### config.mk
export PLATFORM = sky130hd
export DESIGN_NAME = rr_arb_8
export DESIGN_NICKNAME = d
export VERILOG_FILES = /design/src/rtl/rr_arb_8.sv
export SDC_FILE = /design/constraint.sdc
export NUM_CORES = 1
export LEC_CHECK = 0
export ABC_CLOCK_PERIOD_IN_PS = 7100
export CORE_ASPECT_RATIO = 0.75
export CORE_MARGIN = 3
export CORE_UTILIZATION = 35
export DETAILED_ROUTE_END_ITERATION = 10
export RECOVER_POWER = 25
export SLEW_MARGIN = 25
export SYNTH_ARGS = -nofsm -noshare
export SYNTH_HDL_FRONTEND = slang
export SYNTH_SLANG_ARGS = --single-unit
export TNS_END_PERCENT = 30
### constraint.sdc
create_clock -name clk -period 7.1 [get_ports clk]
set_input_delay 1.065 -clock clk [delete_from_list [all_inputs] [get_ports clk]]
set_output_delay 1.065 -clock clk [all_outputs]
set_load 0.01 [all_outputs]
### src/rtl/rr_arb_8.sv
// Round-robin arbiter for a shared 8:1 mux with a per-grant hold limit.
// One owner at a time, and always one idle cycle between grants.
module rr_arb_8 #(
  parameter int unsigned MAX_HOLD = 8
) (
  input  logic       clk,
  input  logic       reset,
  input  logic [7:0] req,
  input  logic       done,
  output logic [7:0] gnt,
  output logic [2:0] sel,
  output logic       busy,
  output logic       timeout,
  output logic       dbg_state
);

  typedef enum logic {
    ST_IDLE  = 1'b0,
    ST_GRANT = 1'b1
  } state_e;

  localparam logic [3:0] HOLD_LAST = 4'(MAX_HOLD - 1);

  state_e     state_q, state_d;
  logic [2:0] owner_q, owner_d;
  logic [2:0] ptr_q, ptr_d;
  logic [3:0] hold_q, hold_d;
  logic       timeout_q, timeout_d;
  logic [2:0] winner;
  logic [2:0] idx;

  // Scan downward so the requester closest to ptr is the last one written.
  always_comb begin
    winner = ptr_q;
    idx    = '0;
    for (int k = 7; k >= 0; k--) begin
      idx = ptr_q + 3'(k);
      if (req[idx]) winner = idx;
    end
  end

  always_comb begin
    state_d   = state_q;
    owner_d   = owner_q;
    ptr_d     = ptr_q;
    hold_d    = hold_q;
    timeout_d = 1'b0;
    case (state_q)
      ST_IDLE: begin
        if (|req) begin
          state_d = ST_GRANT;
          owner_d = winner;
          hold_d  = '0;
        end
      end
      ST_GRANT: begin
        // A voluntary release wins over the hold limit, so no timeout then.
        if (done || !req[owner_q]) begin
          state_d = ST_IDLE;
          ptr_d   = owner_q + 3'd1;
        end else if (hold_q == HOLD_LAST) begin
          state_d   = ST_IDLE;
          ptr_d     = owner_q + 3'd1;
          timeout_d = 1'b1;
        end else begin
          hold_d = hold_q + 4'd1;
        end
      end
      default: state_d = ST_IDLE;
    endcase
  end

  always_ff @(posedge clk) begin
    if (reset) begin
      state_q   <= ST_IDLE;
      owner_q   <= '0;
      ptr_q     <= '0;
      hold_q    <= '0;
      timeout_q <= 1'b0;
    end else begin
      state_q   <= state_d;
      owner_q   <= owner_d;
      ptr_q     <= ptr_d;
      hold_q    <= hold_d;
      timeout_q <= timeout_d;
    end
  end

  always_comb begin
    gnt = '0;
    if (state_q == ST_GRANT) gnt[owner_q] = 1'b1;
  end

  assign sel       = owner_q;
  assign busy      = (state_q == ST_GRANT);
  assign timeout   = timeout_q;
  assign dbg_state = state_q;

endmodule

==> flow_summary.yaml, run 1 <==
outcome:
  status: "complete, no violations"
detailed_routing:
  viasPerCell: 6.06
  drtAntennaViolNets: 0
  routedWlPerCell_microns: 17.6
  drt_iter0_drc: 113
  vias: 1522
  drt_wl_total_microns: 4430
  drc: 0
  first_pass_iters: 4
yosys:
  synth_edf_count: 0
  yosys_warnings: 0
  ys_seq_area_frac: 0.139
  synth_top_area_frac: 0.222
  async_flop_share: 0
  synthMostInstantiatedCell: "nor2_1"
  synth_commonest_cells: "21 x nor2_1, 17 x mux4_2, 15 x mux2i_1, 14 x nand2_1"
  synthesis.nets: 204
  synthCells: 189
  synth.area.top_cells: "mux4_2 22%, dfxtp_1 14%, mux2i_1 8.7%"
  synth_area_per_cell_sq_um: 9.14
  synth.largest_area_cell: "mux4_2"
  synth_top_flop_cell: "dfxtp_1"
  syn_area_sq_um: 1730
  yosysUniqueCellTypes: 52
  synth_seq_cells: 12
cts:
  cts_setup_buffers: 0
  clk_latency_ns: 0.24
  clkSlewWorstSetupHoldPaths_ns: 0.05
  cts-root-buf: "clkbuf_8"
  cts_tree: "built"
  cts_sinks: 12
  cts_hold_buffers: 0
  cts_max_level: 1
  clockBufferDepth: 2
  cts_made_buffers: 3
  cts_resized: 0
global_route:
  grt_pass1_wl_microns: 7200
  met1_usage: 0.269
  grtUsageMet2: 0.205
  grt_usage: 0.159
  globalRouteMet3Util: 0.0272
  busiest_layer: "met1"
  grt_antenna_before_repair: 0
  grt_max_degree: 23
  grt_pass1_vias: 1352
  overflow: 0
floorplanning:
  start_util: 0.376
  dieArea_sq_um: 5820
  die_w_microns: 87.1
  coreArea_sq_um: 4600
  ioPinCount: 25
  die_h_microns: 66.8
  rows: 21
power_and_ir_drop:
  ir_drop_v: 0.000107
  power.density_nw_per_um2: 252
  leakagePower_uw: 0.000685
  finalPower_uw: 496
finish:
  fin_nets: 211
  utilization: 0.429
  diodes: 0
  areaGrowthSynthToFinish_pct: 14.1
  drive_above_1_share: 0.165
  fill_cells: 436
timing:
  skew_ns: 0.00124
  period_share: 0.501
  relSlewSlack: 0.360
  setup_tns_ns: 0
  finalHoldViolations: 0
  setup_viol: 0
  drv_slew: 0
  setup_slack_ns: 3.54
  post-route-min-period_ns: 3.56
  tightest_slew_ns: 0.958
  rsz0062_at_grt: "false"
  fmax_ghz: 0.281
critical_path:
  path_max_fanout: 20
  crit_arrival_ns: 3.69
  crit_path_start_kind: "flop"
  cp.required_ns: 7.23
  worst_setup_path_end_kind: "flop"
  crit_type: "reg -> reg"
place:
  place_ws_ns: 3.55
  numPortBuffers: 24
  dpl.hpwl_microns: 3040
  place.gp.congestion: 0.901
flow_run:
  max_cap_violations: 0
worst_hold_path:
  hp-class: "reg -> reg"
## report_power, final
part	leakage, uW	switching (uW)	internal (uW)
Combinational	0.000565	147	167
Sequential	0.0000979	41.1	77.5
Clock	0.0000216	25.1	37.4
## per-layer routing
metal	up-vias	share of wire
li1	728	-
met1	719	0.50
met2	73	0.41
met3	2	0.094
met4	0	0.0036
met5	-	0
## worst max-delay path: stages, from the launching register on
cell,delay [ns]
dfxtp_1,0.95
inv_1,0.29
ha_1,0.85
mux4_2,0.46
and2_4,0.19
or3b_1,0.38
o211ai_2,0.07
o21ai_1,0.08
a21o_1,0.18
## metrics by stage
stage	hold slack (ns)	cell area, sq um	std cells
after floorplan	0.452	1730	189
after global placement	0.488	1930	248
after detailed placement	0.488	1930	248
after CTS	0.496	1970	251
after global routing	0.518	1970	251
final	0.503	1970	251
## layout by cell type (no fill, tap or decap), drive strengths merged, types with 2 or more instances in the layout
cell type | netlist | layout
a2111oi | 2 | 2
a21o | 2 | 2
a21oi | 9 | 9
a22oi | 2 | 2
and2 | 2 | 2
clkbuf | 7 | 3
clkdlybuf4s50 | 0 | 18
dfxtp | 12 | 12
dlygate4sd3 | 0 | 6
ha | 4 | 4
inv | 3 | 3
mux2 | 4 | 4
mux2i | 16 | 16
mux4 | 20 | 20
nand2 | 14 | 14
nand2b | 3 | 3
nand3 | 4 | 4
nand4 | 3 | 3
nor2 | 23 | 23
nor2b | 3 | 3
nor3 | 6 | 6
nor4 | 2 | 2
o21ai | 10 | 10
xnor2 | 3 | 3
xor2 | 2 | 2
## state kept, by name, indices dropped and copies added, names as in the netlist
register,cells
ptr_q,3
timeout,1
hold_q,4
sel,3
busy,1
## kinds of logic (layout without fill, tap and decap cells)
kind of cell	count (synthesis)	after routing	share of synthesized area
compound gates	38	38	0.157
xor+xnor	5	5	0.0254
fa+ha+maj	4	4	0.0290
buf+inv	25	30	0.0696
flops	12	12	0.139
mux	40	40	0.398
simple gates	65	65	0.183
## worst paths after layout
kind | slack (ns) | to | depth (start not counted) | from
min | 0.50 | hold_q[1] | 2 | hold_q[1]
min reg2reg | 0.50 | hold_q[1] | 2 | hold_q[1]
max reg2reg | 3.54 | sel[2] | 8 | ptr_q[0]
max | 3.54 | sel[2] | 8 | ptr_q[0]
## area by class of cell
type                    count  area (sq um)  area share
repair buffers             24           240       0.122
inverters                   3          11.3     0.00571
well taps                  57          71.3      0.0362
clock buffers               3          41.3      0.0210
multi-input cells         152          1370       0.693
flip-flops and latches     12           240       0.122
Power figures use the tool's default switching activity.
==> run 2: changes to the inputs <==
ABC_CLOCK_PERIOD_IN_PS = 2990   (was 7100)
clock period = 2.99 ns   (was 7.1 ns; I/O delays follow)
==> flow_summary.yaml, run 2 (synthesis results as in run 1) <==
finish:
  largest_reg_flops: 4
  areaGrowthSynthToFinish_pct: 16.7
  final_cell_mix: "21 x nor2_1, 18 x clkdlybuf4s50_1, 17 x mux4_2"
  fin_nets: 215
  largest-register: "hold_q"
  final_common_cell: "nor2_1"
  finish.instance_area_sq_um: 2010
  drive_above_1_share: 0.186
  diodes: 0
timing:
  setup_tns_ns: 0
  finalHoldViolations: 0
  period_share: 0.893
  fmax_ghz: 0.375
  setup_viol: 0
  relSlewSlack: 0.604
  post-route-min-period_ns: 2.67
  tightest_slew_ns: 0.593
  rsz0062_at_grt: "false"
  drv_slew: 0
  skew_ns: 0.000856
global_route:
  grt_antenna_before_repair: 0
  grt_pass1_vias: 1413
  overflow: 0
  grt_max_degree: 20
  grt_pass1_wl_microns: 7130
  grt_usage: 0.157
critical_path:
  worstPathCellList: "inv_1 -> ha_1 -> buf_4 -> mux4_2 -> nand2_1 -> nand2_1 -> o31ai_1 -> nand4_1 -> o2bb2ai_1"
  worst-path-buf-inv: 2
  worst_setup_path_end_kind: "flop"
  timing.rr.start: "ptr_q[0]"
  path_common_cell: "nand2_1"
  slowest_delay_ns: 0.70
  path_max_fanout: 14
  cp.depth: 9
  crit_slowest_cell: "ha_1"
  cp-startpoint: "ptr_q[0]"
  endpoint: "sel[1]"
  cp.required_ns: 3.16
  crit_type: "reg -> reg"
  r2r_cells: 9
  crit_family: "adder cells"
  rr_endpoint: "sel[1]"
  crit_path_start_kind: "flop"
  rrSetupSlack_ns: 0.32
  crit_arrival_ns: 2.84
worst_hold_path:
  hp-class: "reg -> reg"
detailed_routing:
  drt_iter0_drc: 139
  drtAntennaViolNets: 0
  first_pass_iters: 4
  viasPerCell: 5.96
  routedWlPerCell_microns: 16.8
  met1_length_microns: 2240
  vias: 1527
  drc: 0
  wl_met3_microns: 275
  drt_wl_total_microns: 4310
  routed-wl-met2_microns: 1800
  routed.top_layer: "met3"
cts:
  cts_hold_buffers: 0
  cts_resized: 0
  cts_max_level: 1
  cts_sinks: 12
  cts_made_buffers: 3
  clkSlewWorstSetupHoldPaths_ns: 0.05
  cts_setup_buffers: 0
  cts_tree: "built"
  clk_latency_ns: 0.24
  cts-root-buf: "clkbuf_8"
  clockBufferDepth: 2
flow_run:
  max_cap_violations: 0
power_and_ir_drop:
  power.internal_uw: 712
  p_switching_uw: 525
  power.density_nw_per_um2: 614
  ir_drop_v: 0.000225
  swShare: 0.424
  p_clk_frac: 0.144
  leakagePower_uw: 0.000710
  seqPwrFrac: 0.194
  pwr-share-comb: 0.662
floorplanning:
  dieArea_sq_um: 5820
  ioPinCount: 25
  start_util: 0.376
  die_h_microns: 66.8
  rows: 21
  coreArea_sq_um: 4600
  die_w_microns: 87.1
outcome:
  status: "complete, no violations"
place:
  place.gp.congestion: 0.854
  numPortBuffers: 24
  dpl.hpwl_microns: 3220
  dpl-instance-area_sq_um: 1960
run 2: cell types whose count changed in the layout (fill, tap and decap cells not counted):
cell	delta
clkbuf_8	+1
buf_4	+4
run 2: area by class of cell:
cell class              count  area, sq um
multi-input cells         152         1370
fillers                   464         2580
clock buffers               4         55.1
well taps                  57         71.3
flip-flops and latches     12          240
repair buffers             28          270
inverters                   3         11.3
run 2: metal layers:
layer  GRT usage  vias to the layer above
met1       0.247                      745
met2       0.224                       45
met3      0.0371                        0
met5           0                        -
met4      0.0115                        0
li1            -                      737
run 2: power by group through the flow:
stage / Sequential, uW / Combinational, uW / Clock [uW]
floorplan: 213 / 658 / 0
global placement: 242 / 820 / 0
detailed placement: 243 / 819 / 0
CTS: 240 / 822 / 179
global route: 246 / 893 / 187
finish: 240 / 819 / 178
run 2: worst min-delay path by stage:
stage	endpoint	depth (start not counted)	from
2_1_floorplan	hold_q[3]	2	hold_q[3]
3_3_place_gp	hold_q[1]	2	hold_q[1]
3_5_place_dp	hold_q[3]	2	hold_q[3]
4_1_cts	hold_q[1]	2	hold_q[1]
5_1_grt	hold_q[1]	2	hold_q[1]
6_report	hold_q[1]	2	hold_q[1]
run 2: worst min-delay path, delay by kind of cell (launching register included):
kind             cells  cell delay [ns]
AND/OR/NAND/NOR      1             0.07
flip-flops           1             0.33
AO/OA/AOI/OAI        1             0.06
run 2: metrics by stage:
stage               hold WS (ns)  worst slack, ns  utilization  total power (uW)  std cells
floorplan                  0.452            0.155            -               871        189
global placement           0.490            0.334        0.426              1060        252
detailed placement         0.490            0.310        0.426              1060        252
CTS                        0.501            0.350        0.438              1240        256
global route               0.534            0.159        0.438              1330        256
finish                     0.502            0.321        0.438              1240        256
==> run 3: changes to the inputs <==
CTS_CLUSTER_SIZE = 16   (was not set)
GPL_TIMING_DRIVEN = 1   (was not set)
==> results of run 3 <==
No change in the layout: final DEF, timing and power equal those of run 2.
